## src/rtl/systolic_psum_accumulator_if.sv

```systemverilog
// -----------------------------------------------------------------------------
// systolic_psum_accumulator_if
// Handshake bundle between a systolic array, the psum accumulator and the
// consumer of finished rows.
//   psum_valid / psum_in        : psum row from the array (one row per valid)
//   tile_first / tile_last      : tile qualifiers, meaningful with row 0
//   in_ready                    : accumulator accepts rows
//   acc_out / out_valid         : drained row towards the consumer
//   out_ready                   : consumer accepts acc_out
//   overflow_err                : sticky "row arrived while not ready"
// master = producer/consumer side (testbench), slave = accumulator.
// -----------------------------------------------------------------------------
interface systolic_psum_accumulator_if #(
   parameter int unsigned PSUM_WIDTH  = 32,
   parameter int unsigned ACC_WIDTH   = 40,
   parameter int unsigned ARRAY_WIDTH = 4
);
   logic                                   psum_valid;
   logic [ARRAY_WIDTH-1:0][PSUM_WIDTH-1:0] psum_in;
   logic                                   tile_first;
   logic                                   tile_last;
   logic                                   in_ready;
   logic [ARRAY_WIDTH-1:0][ACC_WIDTH-1:0]  acc_out;
   logic                                   out_valid;
   logic                                   out_ready;
   logic                                   overflow_err;

   modport master (
      output psum_valid, psum_in, tile_first, tile_last, out_ready,
      input  in_ready, acc_out, out_valid, overflow_err
   );

   modport slave (
      input  psum_valid, psum_in, tile_first, tile_last, out_ready,
      output in_ready, acc_out, out_valid, overflow_err
   );
endinterface

```

## src/rtl/systolic_psum_accumulator.sv

```systemverilog
// -----------------------------------------------------------------------------
// systolic_psum_accumulator
// Captures psum rows from a systolic array into a ROWS-deep buffer, either
// overwriting (first tile) or accumulating (later tiles) per lane, and drains
// the finished rows over a valid/ready handshake after the last tile.
// Ports:
//   clk   : clock, rising edge
//   rst_n : asynchronous active-low reset
//   bus   : systolic_psum_accumulator_if.slave (row input, drain output, error)
// Lanes are signed two's complement; accumulation wraps at ACC_WIDTH.
// -----------------------------------------------------------------------------
module systolic_psum_accumulator #(
   parameter int unsigned PSUM_WIDTH  = 32,
   parameter int unsigned ACC_WIDTH   = 40,
   parameter int unsigned ARRAY_WIDTH = 4,
   parameter int unsigned ROWS        = 4
) (
   input logic                          clk,
   input logic                          rst_n,
   systolic_psum_accumulator_if.slave   bus
);

   localparam int unsigned PtrW = (ROWS > 1) ? $clog2(ROWS) : 1;
   localparam logic [PtrW-1:0] LastRow = PtrW'(ROWS - 1);

   typedef logic [ARRAY_WIDTH-1:0][ACC_WIDTH-1:0] row_t;
   typedef enum logic {StAccum, StDrain} state_e;

   state_e            r_state;
   logic              r_in_ready;
   logic              r_out_valid;
   logic              r_overflow_err;
   logic [PtrW-1:0]   r_wr_ptr;
   logic [PtrW-1:0]   r_rd_ptr;
   logic              r_cur_first;
   logic              r_cur_last;
   row_t              r_buf [ROWS];

   logic              w_first;
   logic              w_last;
   row_t              w_wr_row;
   logic [ACC_WIDTH-1:0] w_ext;

   // Row 0 must use the flags presented with it, not the previous tile's copy.
   always_comb begin
      w_first  = (r_wr_ptr == '0) ? bus.tile_first : r_cur_first;
      w_last   = (r_wr_ptr == '0) ? bus.tile_last  : r_cur_last;
      w_ext    = '0;
      w_wr_row = '0;
      for (int i = 0; i < int'(ARRAY_WIDTH); i++) begin
         // Size cast of a signed operand sign-extends (also valid when widths match).
         w_ext       = ACC_WIDTH'($signed(bus.psum_in[i]));
         w_wr_row[i] = w_first ? w_ext : (r_buf[r_wr_ptr][i] + w_ext);
      end
   end

   always_ff @(posedge clk or negedge rst_n) begin
      if (!rst_n) begin
         r_state        <= StAccum;
         r_in_ready     <= 1'b1;
         r_out_valid    <= 1'b0;
         r_overflow_err <= 1'b0;
         r_wr_ptr       <= '0;
         r_rd_ptr       <= '0;
         r_cur_first    <= 1'b0;
         r_cur_last     <= 1'b0;
         for (int r = 0; r < int'(ROWS); r++) begin
            r_buf[r] <= '0;
         end
      end else begin
         unique case (r_state)
            StAccum: begin
               if (bus.psum_valid) begin
                  r_buf[r_wr_ptr] <= w_wr_row;
                  if (r_wr_ptr == '0) begin
                     r_cur_first <= bus.tile_first;
                     r_cur_last  <= bus.tile_last;
                  end
                  if (r_wr_ptr == LastRow) begin
                     r_wr_ptr <= '0;
                     if (w_last) begin
                        r_state     <= StDrain;
                        r_in_ready  <= 1'b0;
                        r_out_valid <= 1'b1;
                     end
                  end else begin
                     r_wr_ptr <= r_wr_ptr + PtrW'(1);
                  end
               end
            end
            StDrain: begin
               // Rows offered while draining are dropped; only the flag records them.
               if (bus.psum_valid) begin
                  r_overflow_err <= 1'b1;
               end
               if (bus.out_ready) begin
                  if (r_rd_ptr == LastRow) begin
                     r_rd_ptr    <= '0;
                     r_state     <= StAccum;
                     r_in_ready  <= 1'b1;
                     r_out_valid <= 1'b0;
                  end else begin
                     r_rd_ptr <= r_rd_ptr + PtrW'(1);
                  end
               end
            end
            default: begin
               r_state     <= StAccum;
               r_in_ready  <= 1'b1;
               r_out_valid <= 1'b0;
            end
         endcase
      end
   end

   assign bus.in_ready     = r_in_ready;
   assign bus.out_valid    = r_out_valid;
   assign bus.overflow_err = r_overflow_err;
   assign bus.acc_out      = r_buf[r_rd_ptr];

endmodule

```

## src/flat_wrapper.sv

```systemverilog
// flat-port wrapper written by rule: the top's interface ports become plain ports
module systolic_psum_accumulator_flat 
#(
   parameter int unsigned PSUM_WIDTH  = 32,
   parameter int unsigned ACC_WIDTH   = 40,
   parameter int unsigned ARRAY_WIDTH = 4,
   parameter int unsigned ROWS        = 4
)
  (clk, rst_n, bus_psum_valid, bus_psum_in, bus_tile_first, bus_tile_last, bus_out_ready, bus_in_ready, bus_acc_out, bus_out_valid, bus_overflow_err);
  systolic_psum_accumulator_if #(.PSUM_WIDTH(PSUM_WIDTH), .ACC_WIDTH(ACC_WIDTH), .ARRAY_WIDTH(ARRAY_WIDTH)) bus_i ();
  input logic clk;
  input logic rst_n;
  input wire logic [$bits(bus_i.psum_valid)-1:0] bus_psum_valid;
  input wire logic [$bits(bus_i.psum_in)-1:0] bus_psum_in;
  input wire logic [$bits(bus_i.tile_first)-1:0] bus_tile_first;
  input wire logic [$bits(bus_i.tile_last)-1:0] bus_tile_last;
  input wire logic [$bits(bus_i.out_ready)-1:0] bus_out_ready;
  output wire logic [$bits(bus_i.in_ready)-1:0] bus_in_ready;
  output wire logic [$bits(bus_i.acc_out)-1:0] bus_acc_out;
  output wire logic [$bits(bus_i.out_valid)-1:0] bus_out_valid;
  output wire logic [$bits(bus_i.overflow_err)-1:0] bus_overflow_err;
  assign bus_i.psum_valid = bus_psum_valid;
  assign bus_i.psum_in = bus_psum_in;
  assign bus_i.tile_first = bus_tile_first;
  assign bus_i.tile_last = bus_tile_last;
  assign bus_i.out_ready = bus_out_ready;
  assign bus_in_ready = bus_i.in_ready;
  assign bus_acc_out = bus_i.acc_out;
  assign bus_out_valid = bus_i.out_valid;
  assign bus_overflow_err = bus_i.overflow_err;
  systolic_psum_accumulator #(.PSUM_WIDTH(PSUM_WIDTH), .ACC_WIDTH(ACC_WIDTH), .ARRAY_WIDTH(ARRAY_WIDTH), .ROWS(ROWS)) u_core (.clk(clk), .rst_n(rst_n), .bus(bus_i));
endmodule
```

## config.mk

```make
export PLATFORM = sky130hd
export DESIGN_NAME = systolic_psum_accumulator_flat
export DESIGN_NICKNAME = d
export VERILOG_FILES = /design/src/rtl/systolic_psum_accumulator_if.sv /design/src/rtl/systolic_psum_accumulator.sv /design/src/flat_wrapper.sv
export SDC_FILE = /design/constraint.sdc
export NUM_CORES = 2
export LEC_CHECK = 0
export BUFFER_PORTS_ARGS = -buffer_cell sky130_fd_sc_hd__buf_2
export CAP_MARGIN = 20
export CORE_ASPECT_RATIO = 0.6
export CORE_UTILIZATION = 55
export DETAILED_ROUTE_END_ITERATION = 12
export GPL_TIMING_DRIVEN = 0
export PLACE_DENSITY_LB_ADDON = 0.2
export SETUP_SLACK_MARGIN = 0.15
export SLEW_MARGIN = 30
export SYNTH_ARGS = -nofsm -noshare
export SYNTH_HDL_FRONTEND = slang
export SYNTH_SLANG_ARGS = --single-unit
```

## constraint.sdc

```tcl
create_clock -name clk -period 6.55 [get_ports clk]
set_input_delay 0.9825 -clock clk [delete_from_list [all_inputs] [get_ports clk]]
set_output_delay 0.9825 -clock clk [all_outputs]
set_load 0.02 [all_outputs]
```

==> metrics.yaml <==
synth:
  syn_inst: 3978
  synth_seq_area_share_pct: 40.6
  syn-num-nets: 4277
  ys_types: 74
  yosys_most_used_dff: "dfrtp_1"
  synth_top_area_cell: "dfrtp_1"
  yosysTopAreaCellShare_pct: 40.5
  netlist_area_sq_um: 40100
  synthTopCellsByArea: "dfrtp_1 40%, mux4_2 18%, o21ai_0 8.6%, nand2_1 6.8%, ha_1 5.0%"
  synth-seq-cells: 650
  synth_edf_count: 0
  synthTopCellsByCount: "725 x nand2_1, 688 x o21ai_0, 649 x dfrtp_1"
  synth.avg_cell_area_sq_um: 10.1
  yosysWarnings: 0
  async_flop_share_pct: 100
  synth_most_common_cell: "nand2_1"
layout:
  nNetsFinal: 4654
  final_cell_area_sq_um: 45400
  fillCellCount: 6162
  syn_to_final_growth_pct: 13.1
  seqCellArea_sq_um: 16300
  fin_util_pct: 63.0
  multiInputGateArea_sq_um: 22700
  drive_above_1_share_pct: 18.5
critical_path:
  cp.arrival_ps: 6670
  crit_required_ps: 7050
  startpoint_type: "register"
  criticalPathCategory: "register to register"
  cp-end-kind: "register"
  cp_max_fo: 10
floorplan:
  io_pins: 297
  coreArea_sq_um: 72000
  initial_core_util_pct: 55.7
  fp.dieW_microns: 351
  placementRows: 76
  die_y_microns: 211
  dieArea_sq_um: 74000
route:
  drt_iter0_drc: 4563
  routedWlPerCell_microns: 25.4
  wl_microns: 137000
  firstDrtPassIters: 7
  viasPerCell: 6.59
  drc: 0
  vias: 35500
  drt.antenna.violating_nets: 0
grt:
  grt_max_degree: 86
  grt.busiest_layer: "met1"
  met3_usage_pct: 12.1
  grt_first_pass_wirelength_microns: 207000
  grt_overflow: 0
  antenna_found_initial: 16
  use_met1_pct: 55.6
  grtUsageMet2_pct: 50.8
  grt_usage_pct: 37.4
  grt_pass1_vias: 33800
sta:
  max_freq_mhz: 162
  min_period_ps: 6170
  rsz0062_at_grt: "no"
  slew-limit-headroom_pct: 24.9
  holdWs_ps: 239
  setup_viol: 0
  slew_viol_final: 0
  finalClockSkew_ps: 29.1
  fin_setup_tns_ps: 0
  fin_crit_sh_pct: 94.2
  hold_viol_final: 0
  worst_pin_slew_ps: 1130
clock_network:
  clockBufferDepth: 3
  holdBufCountCts: 0
  clkSlewWorstSetupHoldPaths_ps: 70
  post_cts_buffers: 0
  cts_root_buf: "clkbuf_16"
  htreeDepth: 3
  cts_resized: 2
  cts_buffers: 66
  insertion_delay_ps: 660
  clkSinkCount: 650
  tritoncts: "done"
place:
  place_area_sq_um: 43100
  io_buffer_count: 296
  gp_congestion: 0.996
  dp_hpwl_microns: 99200
min_path:
  hp-class: "input pin to async pin"
run_status:
  status: "finished, final reports clean"
job:
  maxCapViolCount: 0
-- worst paths after layout --
path / from / to / slack [ps] / cells after the start
worst max-delay path: u_core.r_wr_ptr[0] / u_core.r_buf[78] / 380 / 18
worst min-delay path: rst_n / u_core.r_buf[534] / 240 / 1
worst max register to register: u_core.r_wr_ptr[0] / u_core.r_buf[78] / 380 / 18
worst min register to register: u_core.bus.overflow_err / u_core.bus.overflow_err / 460 / 1
max in group asynchronous: rst_n / u_core.bus.in_ready / 4630 / 4
min in group clk: u_core.bus.overflow_err / u_core.bus.overflow_err / 460 / 1
-- worst max-delay path: stages, from the launching register on --
cell,delay (ps)
dfrtp_1,390
clkbuf_2,400
clkbuf_2,560
clkdlybuf4s15_2,590
mux4_2,310
ha_1,230
inv_1,80
fa_1,410
and2b_1,220
o21ai_0,110
a21oi_1,220
o211ai_1,180
o211ai_1,380
a21oi_1,190
o211ai_1,340
a21oi_1,240
o41ai_1,700
xnor2_1,290
o21ai_0,160
-- cell type report --
type | instances | area share, %
antenna | 9 | 0.0496
buffer | 278 | 2.45
clock buffer | 95 | 4.24
clock inverter | 21 | 0.560
inverter | 36 | 0.298
multi-input combinational | 3014 | 49.9
sequential | 650 | 35.8
tap | 975 | 2.69
timing repair buffer | 309 | 3.92
-- cell families after synthesis --
kind of cell,synth area share (%)
XOR/XNOR,2.77
flip-flops,40.6
buffers and inverters,2.94
adder cells (fa/ha/maj),5.22
AND/OR/NAND/NOR,11.5
AO/OA/AOI/OAI,18.0
multiplexers,19.0
-- per-layer routing --
metal,wire length (microns),part of all wire (%),vias up
li1,-,-,15400
met1,57000,42,17600
met2,56500,41,2187
met3,17900,13,308
met4,5250,3.8,10
met5,79,0.058,-
-- through the flow --
stage	setup WS [ps]	std cells
finish	379	5387
global route	200	5386
CTS	186	5375
detailed placement	-43.2	5259
global placement	-9450	5249
floorplan	1680	3978
-- state kept, by name (all words and copies together) (netlist names) --
register	flops
u_core.bus.in_ready	1
u_core.bus.out_valid	1
u_core.bus.overflow_err	1
u_core.r_buf	640
u_core.r_cur_first	1
u_core.r_cur_last	1
u_core.r_rd_ptr	2
u_core.r_state	1
u_core.r_wr_ptr	2
-- cells in the final DEF (no fill, tap or decap), drive strengths merged, types with 118 or more instances in the layout --
| cell | netlist | layout |
|---|---|---|
| nor2 | 178 | 178 |
| buf | 53 | 344 |
| dfrtp | 649 | 649 |
| ha | 161 | 161 |
| a21o | 118 | 118 |
| o21ai | 692 | 692 |
| clkbuf | 225 | 337 |
| nand2 | 725 | 725 |
| mux4 | 320 | 320 |
| a21oi | 243 | 243 |
Power is not shown: default switching activity piles up to over one toggle a cycle in this logic, so the estimate is an artifact.
